--- config.mk ---
export PLATFORM = sky130hd
export DESIGN_NAME = clock_group_reset_sink
export DESIGN_NICKNAME = d
export VERILOG_FILES = /design/src/rtl/clock_group_pkg.sv /design/src/rtl/clock_group_reset_sink_seq_counter.sv /design/src/rtl/clock_group_reset_sink.sv
export SDC_FILE = /design/constraint.sdc
export NUM_CORES = 1
export LEC_CHECK = 0
export CORE_MARGIN = 2
export CORE_UTILIZATION = 40
export CTS_BUF_LIST = sky130_fd_sc_hd__clkbuf_4 sky130_fd_sc_hd__clkbuf_8
export DETAILED_ROUTE_END_ITERATION = 6
export PLACE_DENSITY = 0.68
export SYNTH_ARGS = -nofsm -noshare
export SYNTH_HDL_FRONTEND = slang
export SYNTH_SLANG_ARGS = --single-unit
--- constraint.sdc ---
create_clock -name clock -period 4.61 [get_ports clock]
set_input_delay 0.461 -clock clock [delete_from_list [all_inputs] [get_ports clock]]
set_output_delay 0.461 -clock clock [all_outputs]
set_load 0.01 [all_outputs]
--- src/rtl/clock_group_pkg.sv ---
// Shared types and helpers for the clock-group member-side reset sequencer.
package clock_group_pkg;

    typedef enum logic [2:0] {
        HOLD     = 3'd0,
        WAIT_RDY = 3'd1,
        GAP      = 3'd2,
        UP       = 3'd3,
        ERR      = 3'd4
    } state_e;

    localparam int DEF_N_MEMBERS      = 4;
    localparam int DEF_STRETCH_CYCLES = 16;
    localparam int DEF_GAP_CYCLES     = 4;
    localparam int DEF_READY_TIMEOUT  = 255;

    function automatic int clog2(input int value);
        int result;
        result = 0;
        for (int i = 0; i < 31; i++) begin
            if ((1 << i) < value) result = i + 1;
        end
        return result;
    endfunction

    function automatic int max3(input int a, input int b, input int c);
        int m;
        m = (a > b) ? a : b;
        return (m > c) ? m : c;
    endfunction

endpackage

--- src/rtl/clock_group_reset_sink_seq_counter.sv ---
// Up-counter shared by the stretch, gap and ready-timeout intervals of the sequencer.
module reset_seq_counter #(
    parameter int CW = 8
) (
    input  logic          clk_i,
    input  logic          rst_i,
    input  logic          clr_i,
    input  logic          en_i,
    input  logic [CW-1:0] term_i,
    output logic          match_o
);

    logic [CW-1:0] cnt_q;
    logic [CW-1:0] cnt_d;

    always_comb begin
        cnt_d = cnt_q;
        if (clr_i) begin
            cnt_d = '0;
        end else if (en_i) begin
            cnt_d = cnt_q + CW'(1);
        end
    end

    always_ff @(posedge clk_i) begin
        if (rst_i) begin
            cnt_q <= '0;
        end else begin
            cnt_q <= cnt_d;
        end
    end

    assign match_o = (cnt_q == term_i);

endmodule

--- src/rtl/clock_group_reset_sink.sv ---
// Member-side reset sequencer: releases member resets in order, watches readiness,
// and re-runs the sequence on a software request.
module clock_group_reset_sink
    import clock_group_pkg::*;
#(
    parameter  int N_MEMBERS      = DEF_N_MEMBERS,
    parameter  int STRETCH_CYCLES = DEF_STRETCH_CYCLES,
    parameter  int GAP_CYCLES     = DEF_GAP_CYCLES,
    parameter  int READY_TIMEOUT  = DEF_READY_TIMEOUT,
    localparam int CW             = clog2(max3(STRETCH_CYCLES, GAP_CYCLES, READY_TIMEOUT) + 1),
    localparam int IW             = clog2(N_MEMBERS)
) (
    input  logic                 clock,
    input  logic                 reset,
    input  logic [N_MEMBERS-1:0] member_ready,
    input  logic                 soft_req,
    output logic                 soft_ack,
    output logic [N_MEMBERS-1:0] member_reset,
    output logic                 all_up,
    output logic                 timeout_err,
    output logic [IW-1:0]        fail_idx
);

    localparam logic [CW-1:0] STRETCH_TERM = CW'(STRETCH_CYCLES - 1);
    localparam logic [CW-1:0] GAP_TERM     = CW'((GAP_CYCLES > 0) ? GAP_CYCLES - 1 : 0);
    localparam logic [CW-1:0] TO_TERM      = CW'(READY_TIMEOUT - 1);
    localparam logic [IW-1:0] LAST_IDX     = IW'(N_MEMBERS - 1);

    state_e                 state_q, state_d;
    logic [IW-1:0]          idx_q, idx_d;
    logic                   soft_pending_q, soft_pending_d;
    logic [N_MEMBERS-1:0]   member_reset_q, member_reset_d;
    logic                   all_up_q, all_up_d;
    logic                   soft_ack_q, soft_ack_d;
    logic                   timeout_err_q, timeout_err_d;
    logic [IW-1:0]          fail_idx_q, fail_idx_d;

    logic                   cnt_clr;
    logic                   cnt_en;
    logic [CW-1:0]          cnt_term;
    logic                   cnt_match;
    logic                   soft_accept;
    logic                   ready_cur;
    logic [IW-1:0]          drop_idx;

    function automatic logic [IW-1:0] lowest_zero(input logic [N_MEMBERS-1:0] v);
        logic [IW-1:0] r;
        r = '0;
        for (int i = N_MEMBERS - 1; i >= 0; i--) begin
            if (!v[i]) r = IW'(i);
        end
        return r;
    endfunction

    reset_seq_counter #(
        .CW (CW)
    ) u_counter (
        .clk_i   (clock),
        .rst_i   (reset),
        .clr_i   (cnt_clr),
        .en_i    (cnt_en),
        .term_i  (cnt_term),
        .match_o (cnt_match)
    );

    assign soft_accept = soft_req && ((state_q == UP) || (state_q == ERR));
    assign ready_cur   = member_ready[idx_q];
    assign drop_idx    = lowest_zero(member_ready);

    always_ff @(posedge clock) begin
        if (reset) begin
            state_q        <= HOLD;
            idx_q          <= '0;
            soft_pending_q <= 1'b0;
            member_reset_q <= '1;
            all_up_q       <= 1'b0;
            soft_ack_q     <= 1'b0;
            timeout_err_q  <= 1'b0;
            fail_idx_q     <= '0;
        end else begin
            state_q        <= state_d;
            idx_q          <= idx_d;
            soft_pending_q <= soft_pending_d;
            member_reset_q <= member_reset_d;
            all_up_q       <= all_up_d;
            soft_ack_q     <= soft_ack_d;
            timeout_err_q  <= timeout_err_d;
            fail_idx_q     <= fail_idx_d;
        end
    end

    // Ready takes priority over the timeout match when both land on one cycle.
    always_comb begin
        state_d  = state_q;
        idx_d    = idx_q;
        cnt_clr  = 1'b0;
        cnt_en   = 1'b0;
        cnt_term = STRETCH_TERM;
        case (state_q)
            HOLD: begin
                cnt_term = STRETCH_TERM;
                if (cnt_match) begin
                    state_d = WAIT_RDY;
                    cnt_clr = 1'b1;
                end else begin
                    cnt_en = 1'b1;
                end
            end
            WAIT_RDY: begin
                cnt_term = TO_TERM;
                if (ready_cur) begin
                    cnt_clr = 1'b1;
                    if (idx_q == LAST_IDX) begin
                        state_d = UP;
                    end else if (GAP_CYCLES > 0) begin
                        state_d = GAP;
                    end else begin
                        idx_d = idx_q + IW'(1);
                    end
                end else if (cnt_match) begin
                    state_d = ERR;
                    cnt_clr = 1'b1;
                end else begin
                    cnt_en = 1'b1;
                end
            end
            GAP: begin
                cnt_term = GAP_TERM;
                if (cnt_match) begin
                    state_d = WAIT_RDY;
                    idx_d   = idx_q + IW'(1);
                    cnt_clr = 1'b1;
                end else begin
                    cnt_en = 1'b1;
                end
            end
            UP: begin
                cnt_clr = 1'b1;
                if (soft_accept) begin
                    state_d = HOLD;
                    idx_d   = '0;
                end else if (!(&member_ready)) begin
                    state_d = ERR;
                end
            end
            ERR: begin
                cnt_clr = 1'b1;
                if (soft_accept) begin
                    state_d = HOLD;
                    idx_d   = '0;
                end
            end
            default: begin
                state_d = HOLD;
                idx_d   = '0;
                cnt_clr = 1'b1;
            end
        endcase
    end

    always_comb begin
        member_reset_d = member_reset_q;
        timeout_err_d  = timeout_err_q;
        fail_idx_d     = fail_idx_q;
        soft_pending_d = soft_pending_q;
        soft_ack_d     = 1'b0;
        all_up_d       = (state_d == UP);
        case (state_q)
            HOLD: begin
                if (state_d == WAIT_RDY) member_reset_d[0] = 1'b0;
            end
            WAIT_RDY: begin
                if (state_d == ERR) begin
                    member_reset_d[idx_q] = 1'b1;
                    timeout_err_d         = 1'b1;
                    fail_idx_d            = idx_q;
                end else if (idx_d != idx_q) begin
                    member_reset_d[idx_d] = 1'b0;
                end
            end
            GAP: begin
                if (state_d == WAIT_RDY) member_reset_d[idx_d] = 1'b0;
            end
            UP, ERR: begin
                if (soft_accept) begin
                    member_reset_d = '1;
                    timeout_err_d  = 1'b0;
                    fail_idx_d     = '0;
                    soft_pending_d = 1'b1;
                end else if ((state_q == UP) && (state_d == ERR)) begin
                    member_reset_d[drop_idx] = 1'b1;
                    timeout_err_d            = 1'b1;
                    fail_idx_d               = drop_idx;
                end
            end
            default: begin
                member_reset_d = '1;
            end
        endcase
        // Acknowledge only the first arrival in UP/ERR after a soft-started run.
        if (soft_pending_q && ((state_d == UP) || (state_d == ERR)) &&
            (state_q != UP) && (state_q != ERR)) begin
            soft_ack_d     = 1'b1;
            soft_pending_d = 1'b0;
        end
    end

    assign soft_ack     = soft_ack_q;
    assign member_reset = member_reset_q;
    assign all_up       = all_up_q;
    assign timeout_err  = timeout_err_q;
    assign fail_idx     = fail_idx_q;

endmodule

**Yosys cells after proc, flatten, opt, wreduce, memory -nomap -nowiden**

Index checks and enable logic that the tools add are counted.

- Register bits: 23
- Input port bits: 7
- Output and inout port bits: 9

- Add/sub/neg operators: 2
- Order comparisons: 6
- Equal/unequal tests: 17
- Muxes and demuxes: 47
- Bitwise operators: 5
- Reduce and logical (&&, ||, !) cells: 22

Operators with widths:

| operator | count |
|---|---|
| one-hot mux 3 bit (4 select lines) | 2 |
| two-way mux 4 bit | 5 |
| two-way mux 2 bit | 9 |
| two-way mux 3 bit | 6 |
| one-hot mux 8 bit (2 select lines) | 1 |
| two-way mux 1 bit | 14 |
| AND reduction 4 bit | 3 |
| OR reduction 2 bit | 5 |
| == test 3 x 2 -> 1 bit (second input constant) | 3 |
| < comparator 2 x 3 -> 1 bit (second input constant) | 3 |
| adder 8 x 1 -> 8 bit (second input constant) | 1 |
| == test 8 bit | 1 |
| logical AND 1 bit | 8 |
| bitwise OR 4 bit | 2 |
| demux 1 bit (select 2 bit) | 3 |
| == test 3 x 1 -> 1 bit (second input constant) | 2 |
| == test 3 bit (second input constant) | 2 |
| greater-or-equal comparator 2 x 1 -> 1 bit (second input constant) | 3 |
| inequality test 2 bit (second input constant) | 3 |
| inequality test 3 bit (second input constant) | 2 |
| one-hot mux 1 bit (2 select lines) | 3 |
| one-hot mux 2 bit (3 select lines) | 1 |
| bitwise AND 4 bit | 1 |
| inverter 4 bit | 1 |
| 14 further kinds | 15 |

**Longest topological paths before layout**

Gate-level depths: netlist of the first run.

- Depth in word-level cells: 14
- Gate-level depth with buffers: 8
- Depth with buffers taken out: 6

**Hierarchy**

A second synthesis of the first run with hierarchy kept.

- Cell total of the unflattened synthesis: 195
- Area total of the unflattened synthesis: 1555.2 um2

Modules (own cells, without submodules):

| module | instances | cells an instance | area each (um2) |
|---|---|---|---|
| clock_group_reset_sink | 1 | 145 | 1122.3 |
| reset_seq_counter | 1 | 50 | 432.9 |

**Least setup slack after synthesis of the first run**

Ideal clock, no wire load.

- Path kind: register -> register
- Start: register idx_q[0]
- End: register member_reset_q[0], in the netlist member_reset[0]
- Setup time: 122 ps
- Arrival: 2322 ps
- Data required time: 4488 ps
- Path slack: 2166 ps
- Stages on the path, launching flop included: 8
- Buffers on the path: 1
- Clock period less this slack: 2444 ps
- Cell sequence: dfxtp_1 > clkbuf_1 > inv_1 > ha_1 > or3_1 > a2111o_1 > a211o_1 > a221o_1

- Word-level cells in the longest chain between the ends: 12
- Elaborated cells between the ends (all ways): 36
- Those cells by class: 1 x add/sub; 4 x order compare; 8 x eq/ne; 16 x mux; 3 x bitwise; 4 x reduce/logical

RTL lines:

| what | line | source |
|---|---|---|
| start: declaration | clock_group_reset_sink.sv:30 | `logic [IW-1:0] idx_q, idx_d;` |
| start signal: assignment | clock_group_reset_sink.sv:82 | `idx_q <= idx_d;` |
| adder 2 x 1 -> 2 bit | clock_group_reset_sink.sv:131 | `idx_d = idx_q + IW'(1);` |
| two-way mux 2 bit | clock_group_reset_sink.sv:129 | `if (cnt_match) begin` |
| one-hot mux 2 bit (3 select lines) | clock_group_reset_sink.sv:99 | `case (state_q)` |
| < comparator 2 x 3 -> 1 bit (not written as such) or greater-or-equal comparator 2 x 1 -> 1 bit (tied branches) | clock_group_reset_sink.sv:178, clock_group_reset_sink.sv:182 |  |
| logical AND 1 bit (not written as such) | clock_group_reset_sink.sv:178, clock_group_reset_sink.sv:182 |  |
| two-way mux 1 bit (not written as such) | clock_group_reset_sink.sv:178, clock_group_reset_sink.sv:182 |  |
| demux 1 bit (select 2 bit) | clock_group_reset_sink.sv:178, clock_group_reset_sink.sv:182 |  |
| inverter 4 bit (no line) | - |  |
| bitwise AND 4 bit (no line) | - |  |
| two-way mux 4 bit | clock_group_reset_sink.sv:177 | `end else if (idx_d != idx_q) begin` |
| two-way mux 4 bit | clock_group_reset_sink.sv:173 | `if (state_d == ERR) begin` |
| one-hot mux 1 bit (4 select lines) | clock_group_reset_sink.sv:168 | `case (state_q)` |
| end signal: assignment | clock_group_reset_sink.sv:84 | `member_reset_q <= member_reset_d;` |
| end: declaration | clock_group_reset_sink.sv:32 | `logic [N_MEMBERS-1:0] member_reset_q, member_reset_d;` |

Several ways; a longest one is shown, not always the timed one. The select of a mux whose other input is x is not followed.
A chain may end at the register's enable or synchronous reset.

**Final worst setup path of the first run**

- Start: register state_q[0]
- End: register soft_ack_q, in the netlist soft_ack

- Word-level cells in the longest chain between the ends: 12
- Elaborated cells between the ends (all ways): 26
- Those cells by class: 9 x eq/ne; 9 x mux; 8 x reduce/logical

RTL lines:

| what | line | source |
|---|---|---|
| start: declaration | clock_group_reset_sink.sv:29 | `state_e state_q, state_d;` |
| start signal: assignment | clock_group_reset_sink.sv:81 | `state_q <= state_d;` |
| == test 3 x 2 -> 1 bit or == test 3 x 1 -> 1 bit (tied branches) | clock_group_reset_sink.sv:99 |  |
| one-hot mux 8 bit (2 select lines) | clock_group_reset_sink.sv:99 |  |
| == test 8 bit | clock_group_reset_sink_seq_counter.sv:33 | `assign match_o = (cnt_q == term_i);` |
| two-way mux 3 bit | clock_group_reset_sink.sv:120 | `end else if (cnt_match) begin` |
| two-way mux 3 bit | clock_group_reset_sink.sv:111 | `if (ready_cur) begin` |
| one-hot mux 3 bit (4 select lines) | clock_group_reset_sink.sv:99 |  |
| == test 3 x 2 -> 1 bit or == test 3 bit (tied branches) | clock_group_reset_sink.sv:201 | `if (soft_pending_q && ((state_d == UP) \|\| (state_d == ERR)) &&` |
| logical OR 1 bit | clock_group_reset_sink.sv:201 |  |
| logical AND 1 bit (2 in series) | clock_group_reset_sink.sv:201 |  |
| logical AND 1 bit * | clock_group_reset_sink.sv:202 | `(state_q != UP) && (state_q != ERR)) begin` |
| two-way mux 1 bit * | clock_group_reset_sink.sv:201 |  |
| end signal: assignment | clock_group_reset_sink.sv:86 | `soft_ack_q <= soft_ack_d;` |
| end: declaration | clock_group_reset_sink.sv:34 | `logic soft_ack_q, soft_ack_d;` |

Mark *: on every way between the ends. The rest lies on a longest branch, timed or not.

==> qor.csv, run 1 <==
metric,value,unit
status,"complete, no violations",
initial antenna violation count,0,
# DRC,0,
setup TNS,0,ns
Syn Std Cell Area,1690,µm²
most common flop cell mapped by yosys,dfxtp_1,
placed insts,270,
share of the synthesized area in the top cell type,27.3,%
CP startpoint kind,register,
final hold vios,0,
Cells after Synth,218,
Via density,6.08,
Pleak,0.633,nW
metal3 WL,85,µm
asr flop ratio synth,0,%
Slew Limit Headroom,43.9,%
flop-to-flop setup slack,1.66,ns
register bit total from synthesis,23,
Slew Limit Fails,0,
CTS buffer count,3,
Die Wd,69.0,µm
buffers added on ports,15,
crit-path most repeated cell,a21oi_1,
dpl hpwl,3130,µm
design area,1900,µm²
routed length on met1,2250,µm
Min-Delay Path Class,reg2reg,
io pins,16,
CP arrival,3.12,ns
routability cong.,0.843,
hold_buf cts,0,
clock-pin slew on the worst setup and hold paths,0.10,ns
Overflow after GRT,0,
hold slack,0.457,ns
# diodes,0,
Worst-Margin Slew,0.835,ns
top routing layer used,met4,
layout cells sized above 1,6.25,%
Initial Util,41.9,%
"area leader, netlist",dfxtp_1,
Num Clock Sinks,23,
reg2reg end,soft_ack$_SDFF_PP0_,
Synth Warn #,0,
combinational family with the most area after synthesis,simple AND/OR/NAND/NOR gates,
first-pass GRT wire length,6710,µm
largest net degree at the start of global routing,21,
DRT antenna net count,0,
DRT Pass-1 Iters,4,
Skew-Pair Late Insertion Delay,0.29,ns
Clock Path Buffers,2,
WL met2,1940,µm
Max Clock Freq,0.339,GHz
routed len/inst,15.9,µm
Tmin final,2.95,ns
Worst EP required,4.78,ns
adder-cell share of the synthesized area,3.71,%
Worst setup startpoint,state_q[0]$_SDFF_PP0_,
most frequent cells in the layout,"nor2_1, dfxtp_1, a21oi_1, clkdlybuf4s50_1, o21ai_0",
Compound-Gate Fraction of Synth Area,28.0,%
syn nets,230,
Layout area overhead,12.4,%
Post-CTS Resized,0,
core area,4030,µm²
"Critical Path, Cell by Cell",or3b_1 -> or3_1 -> a21oi_1 -> a21oi_1 -> a2111oi_0,
Crit path depth,5,
die height,69.0,µm
Critical Path Max Stage Delay,0.64,ns
"Cell Count, Final, Fillers Out",274,
worst-path maximum fanout,18,
Worst Path Buf+Inv,0,
Reg2Reg Launch Point,state_q[0]$_SDFF_PP0_,
DRT iter0 DRCs,108,
row cnt,23,
CP Class,reg2reg,
Placement Cell Area,1850,µm²
Mean Syn Cell Area,7.74,µm²
r2r worst-path depth,5,
Pwr Total,377,µW
CP top delay family,compound AO/OA/AOI/OAI gates,
H-tree depth,1,
vias,1665,
sequential area share after synthesis,27.3,%
Power Density,199,nW/µm²
global-route usage over all layers,19.1,%
post-synth cell types,55,
max-cap viol count,0,
RSZ-0062 raised after global routing,no,
Post-CTS Setup Bufs,0,
Post-Synth XOR/XNOR Area,1.56,%
dominant cells by area after synthesis,"dfxtp_1, a21oi_1, nor2_1",
area of the die,4760,µm²
Simple-Gate Fraction of Synth Area,31.3,%
CTS root buf,clkbuf_8,
Post-synth EDFFs,0,
"Slowest-stage cell, CP",dfxtp_1,
Worst setup EP type,register,
Critical Path End,soft_ack$_SDFF_PP0_,
Final setup viols,0,
drt total wl,4360,µm
mux cell area share after synthesis,3.26,%
vias in the first global route,1389,
final net count,237,
Peak supply drop,0.111,mV
crit share post-route,64.0,%
TritonCTS clock tree,done,
clk_skew,0.0119,ns
-- area by class of cell --
class	instances	area, µm²
tap	50	62.6
inverter	8	30.0
sequential	23	460
timing repair buffer	15	150
fill	429	2130
multi-input combinational	174	1140
clock buffer	4	48.8
-- cells by family (layout without fill, tap and decap cells) --
logic type	Yosys count	after routing
compound gates	71	71
xor+xnor	3	3
simple gates	91	91
fa+ha+maj	5	5
flops	23	23
buf+inv	21	27
mux	4	4
-- metal layers --
metal | global-route usage [%] | vias up
li1 | - | 843
met4 | 8.82 | 0
met1 | 27.0 | 795
met2 | 29.0 | 22
met5 | 0 | -
met3 | 1.95 | 5
-- worst min path at each step --
stage	startpoint	to	slack [ns]	depth (start not counted)
finish	soft_pending_q$_SDFFE_PP0P_	soft_ack$_SDFF_PP0_	0.46	2
global route	soft_pending_q$_SDFFE_PP0P_	soft_ack$_SDFF_PP0_	0.48	2
CTS	soft_pending_q$_SDFFE_PP0P_	soft_ack$_SDFF_PP0_	0.46	2
detailed placement	soft_pending_q$_SDFFE_PP0P_	soft_ack$_SDFF_PP0_	0.45	2
global placement	soft_pending_q$_SDFFE_PP0P_	soft_ack$_SDFF_PP0_	0.43	2
floorplan	soft_pending_q$_SDFFE_PP0P_	soft_ack$_SDFF_PP0_	0.42	2
-- cell usage after synthesis, types with 3 or more instances --
cell      number
nor2b_1        3
or3_1          4
inv_1          8
nand3_1        7
clkbuf_1      10
buf_2          3
and3_1         5
nand4_1        7
dfxtp_1       23
ha_1           5
and2_1         3
o31ai_1        3
nand2_1        8
a211oi_1       5
xnor2_1        3
a21oi_1       22
or4_1          4
or2_2          3
o211ai_1       4
o21ai_0       14
nand2b_1       5
nor2_1        23
nor3b_1        3
-- worst reg2reg max path, delay by kind of cell (launching register included) --
family | cells | cell delay [ns]
flops | 1 | 0.64
simple gates | 2 | 0.92
compound gates | 3 | 1.27
-- stage by stage --
step | setup slack [ns] | utilization (%)
finish | 1.66 | 47.1
global route | 1.49 | 47.1
CTS | 1.67 | 47.1
detailed placement | 1.70 | 45.9
global placement | 1.76 | 45.9
floorplan | 2.17 | -
-- power by group --
part	switching, mW	leakage [nW]	internal (mW)
registers	0.00492	0.186	0.201
logic	0.0153	0.421	0.0119
clock network	0.0762	0.0262	0.0681
-- state kept, by name, indices dropped and copies added (netlist names) --
signal,flops
fail_idx,2
idx_q,2
member_reset,4
soft_pending_q,1
soft_ack,1
all_up,1
timeout_err,1
state_q,3
u_counter.cnt_q,8
No activity file was read; power rests on OpenSTA's default activity.
==> run 2: changes to the inputs <==
Settings changed: PLACE_DENSITY 0.68 to 0.7.
Clock period 4.61 ns to 2.7 ns, I/O delays scaled along.
==> qor.csv, run 2 (same netlist as run 1, synthesis figures left out) <==
metric,value,unit,change
die height,69.0,µm,unchanged
RSZ-0062 raised after global routing,no,,unchanged
DRT antenna net count,0,,unchanged
Post-CTS Resized,0,,unchanged
crit share post-route,88.8,%,was 64.0%
setup TNS,0,ns,unchanged
routability cong.,0.927,,was 0.843
Layout area overhead,19.1,%,was 12.4%
vias in the first global route,1478,,was 1389
Overflow after GRT,0,,unchanged
Worst Path Buf+Inv,1,,was 0
CTS buffer count,3,,unchanged
Post-CTS Setup Bufs,0,,unchanged
Min-Delay Path Class,reg2reg,,unchanged
Worst setup EP type,register,,unchanged
row cnt,23,,unchanged
CTS root buf,clkbuf_8,,unchanged
CP arrival,2.56,ns,was 3.12 ns
Via density,6.11,,was 6.08
DRT iter0 DRCs,235,,was 108
CP startpoint kind,register,,unchanged
# diodes,0,,unchanged
"Critical Path, Cell by Cell",inv_1 -> ha_1 -> or3_1 -> a2111o_1 -> a211o_1 -> a221o_1,,was or3b_1 -> or3_1 -> a21oi_1 -> a21oi_1 -> a2111oi_0
hold_buf cts,0,,unchanged
Crit path depth,6,,was 5
Largest Register,u_counter.cnt_q,,unchanged
clock-pin slew on the worst setup and hold paths,0.09,ns,was 0.10 ns
dpl hpwl,3270,µm,was 3130 µm
Slew Limit Headroom,59.3,%,was 43.9%
DRT Pass-1 Iters,4,,unchanged
most frequent cells in the layout,"nor2_1, dfxtp_1, a21oi_1, clkdlybuf4s50_1, buf_4",,"was nor2_1, dfxtp_1, a21oi_1, clkdlybuf4s50_1, o21ai_0"
first-pass GRT wire length,7150,µm,was 6710 µm
Slew Limit Fails,0,,unchanged
Initial Util,41.9,%,unchanged
FF+latch area,460,µm²,unchanged
Skew-Pair Late Insertion Delay,0.27,ns,was 0.29 ns
status,"complete, no violations",,unchanged
# DRC,0,,unchanged
# fillers,400,,was 429
TritonCTS clock tree,done,,unchanged
core area,4030,µm²,unchanged
Die Wd,69.0,µm,unchanged
Pwr Total,631,µW,was 377 µW
final hold vios,0,,unchanged
H-tree depth,1,,unchanged
Critical Path Max Stage Delay,0.46,ns,was 0.64 ns
r2r worst-path depth,6,,was 5
Worst-Margin Slew,0.608,ns,was 0.835 ns
max-cap viol count,0,,unchanged
CP Class,reg2reg,,unchanged
global-route usage over all layers,20.0,%,was 19.1%
Final setup viols,0,,unchanged
clk_skew,0.00545,ns,was 0.0119 ns
Final Core Density,49.9,%,was 47.1%
WHS Path Cells,2,,unchanged
Tmin final,2.40,ns,was 2.95 ns
Max Clock Freq,0.417,GHz,was 0.339 GHz
Pleak,0.706,nW,was 0.633 nW
io pins,16,,unchanged
Peak supply drop,0.189,mV,was 0.111 mV
drt total wl,4420,µm,was 4360 µm
area of the multi-input gates,1140,µm²,unchanged
CP top delay family,compound AO/OA/AOI/OAI gates,,unchanged
initial antenna violation count,0,,unchanged
layout cells sized above 1,12.1,%,was 6.25%
final net count,252,,was 237
Power Density,314,nW/µm²,was 199 nW/µm²
largest net degree at the start of global routing,20,,was 21
Worst EP required,2.86,ns,was 4.78 ns
buffers added on ports,15,,unchanged
Largest register FFs,8,,unchanged
Num Clock Sinks,23,,unchanged
area of the die,4760,µm²,unchanged
Clock Path Buffers,2,,unchanged
routed len/inst,15.3,µm,was 15.9 µm
vias,1767,,was 1665
worst-path maximum fanout,5,,was 18
"Slowest-stage cell, CP",dfxtp_1,,unchanged
==> run 2: metal layers <==
layer / global-route usage, % / vias to the layer above / wire length, µm
met5: 0 / - / 0
li1: - / 866 / -
met1: 27.7 / 837 / 2070
met2: 32.6 / 57 / 2060
met4: 5.88 / 0 / 64
met3: 2.11 / 7 / 230
==> run 2: area by class of cell <==
| cell class | count | share of cell area, % |
|---|---|---|
| sequential | 23 | 22.9 |
| timing repair buffer | 30 | 13.1 |
| inverter | 8 | 1.49 |
| clock buffer | 4 | 2.43 |
| multi-input combinational | 174 | 57.0 |
| tap | 50 | 3.11 |
==> run 2: final timing paths <==
kind / startpoint / endpoint / slack, ns
worst max register to register: idx_q[1]$_SDFF_PP0_ / member_reset[0]$_SDFFE_PP1P_ / 0.30
worst min register to register: soft_pending_q$_SDFFE_PP0P_ / soft_ack$_SDFF_PP0_ / 0.45
worst max-delay path: idx_q[1]$_SDFF_PP0_ / member_reset[0]$_SDFFE_PP1P_ / 0.30
worst min-delay path: soft_pending_q$_SDFFE_PP0P_ / soft_ack$_SDFF_PP0_ / 0.45
==> run 2: report_power, final <==
group / switching, mW / internal, mW
Combinational: 0.0260 / 0.0231
Clock: 0.115 / 0.116
Sequential: 0.00807 / 0.343
==> run 2: worst reg2reg max path, stage by stage (launching register included) <==
cell	delay [ns]
dfxtp_1	0.46
inv_1	0.14
ha_1	0.36
or3_1	0.36
a2111o_1	0.35
a211o_1	0.29
a221o_1	0.34
==> run 2: stage by stage <==
| stage | cells | worst slack [ns] | area [µm²] | hold WS, ns |
|---|---|---|---|---|
| 3_5_place_dp | 285 | 0.190 | 1960 | 0.440 |
| 6_report | 289 | 0.301 | 2010 | 0.450 |
| 2_1_floorplan | 218 | 0.256 | 1690 | 0.358 |
| 3_3_place_gp | 285 | 0.246 | 1960 | 0.439 |
| 5_1_grt | 289 | 0.234 | 2010 | 0.477 |
| 4_1_cts | 289 | 0.296 | 2010 | 0.453 |
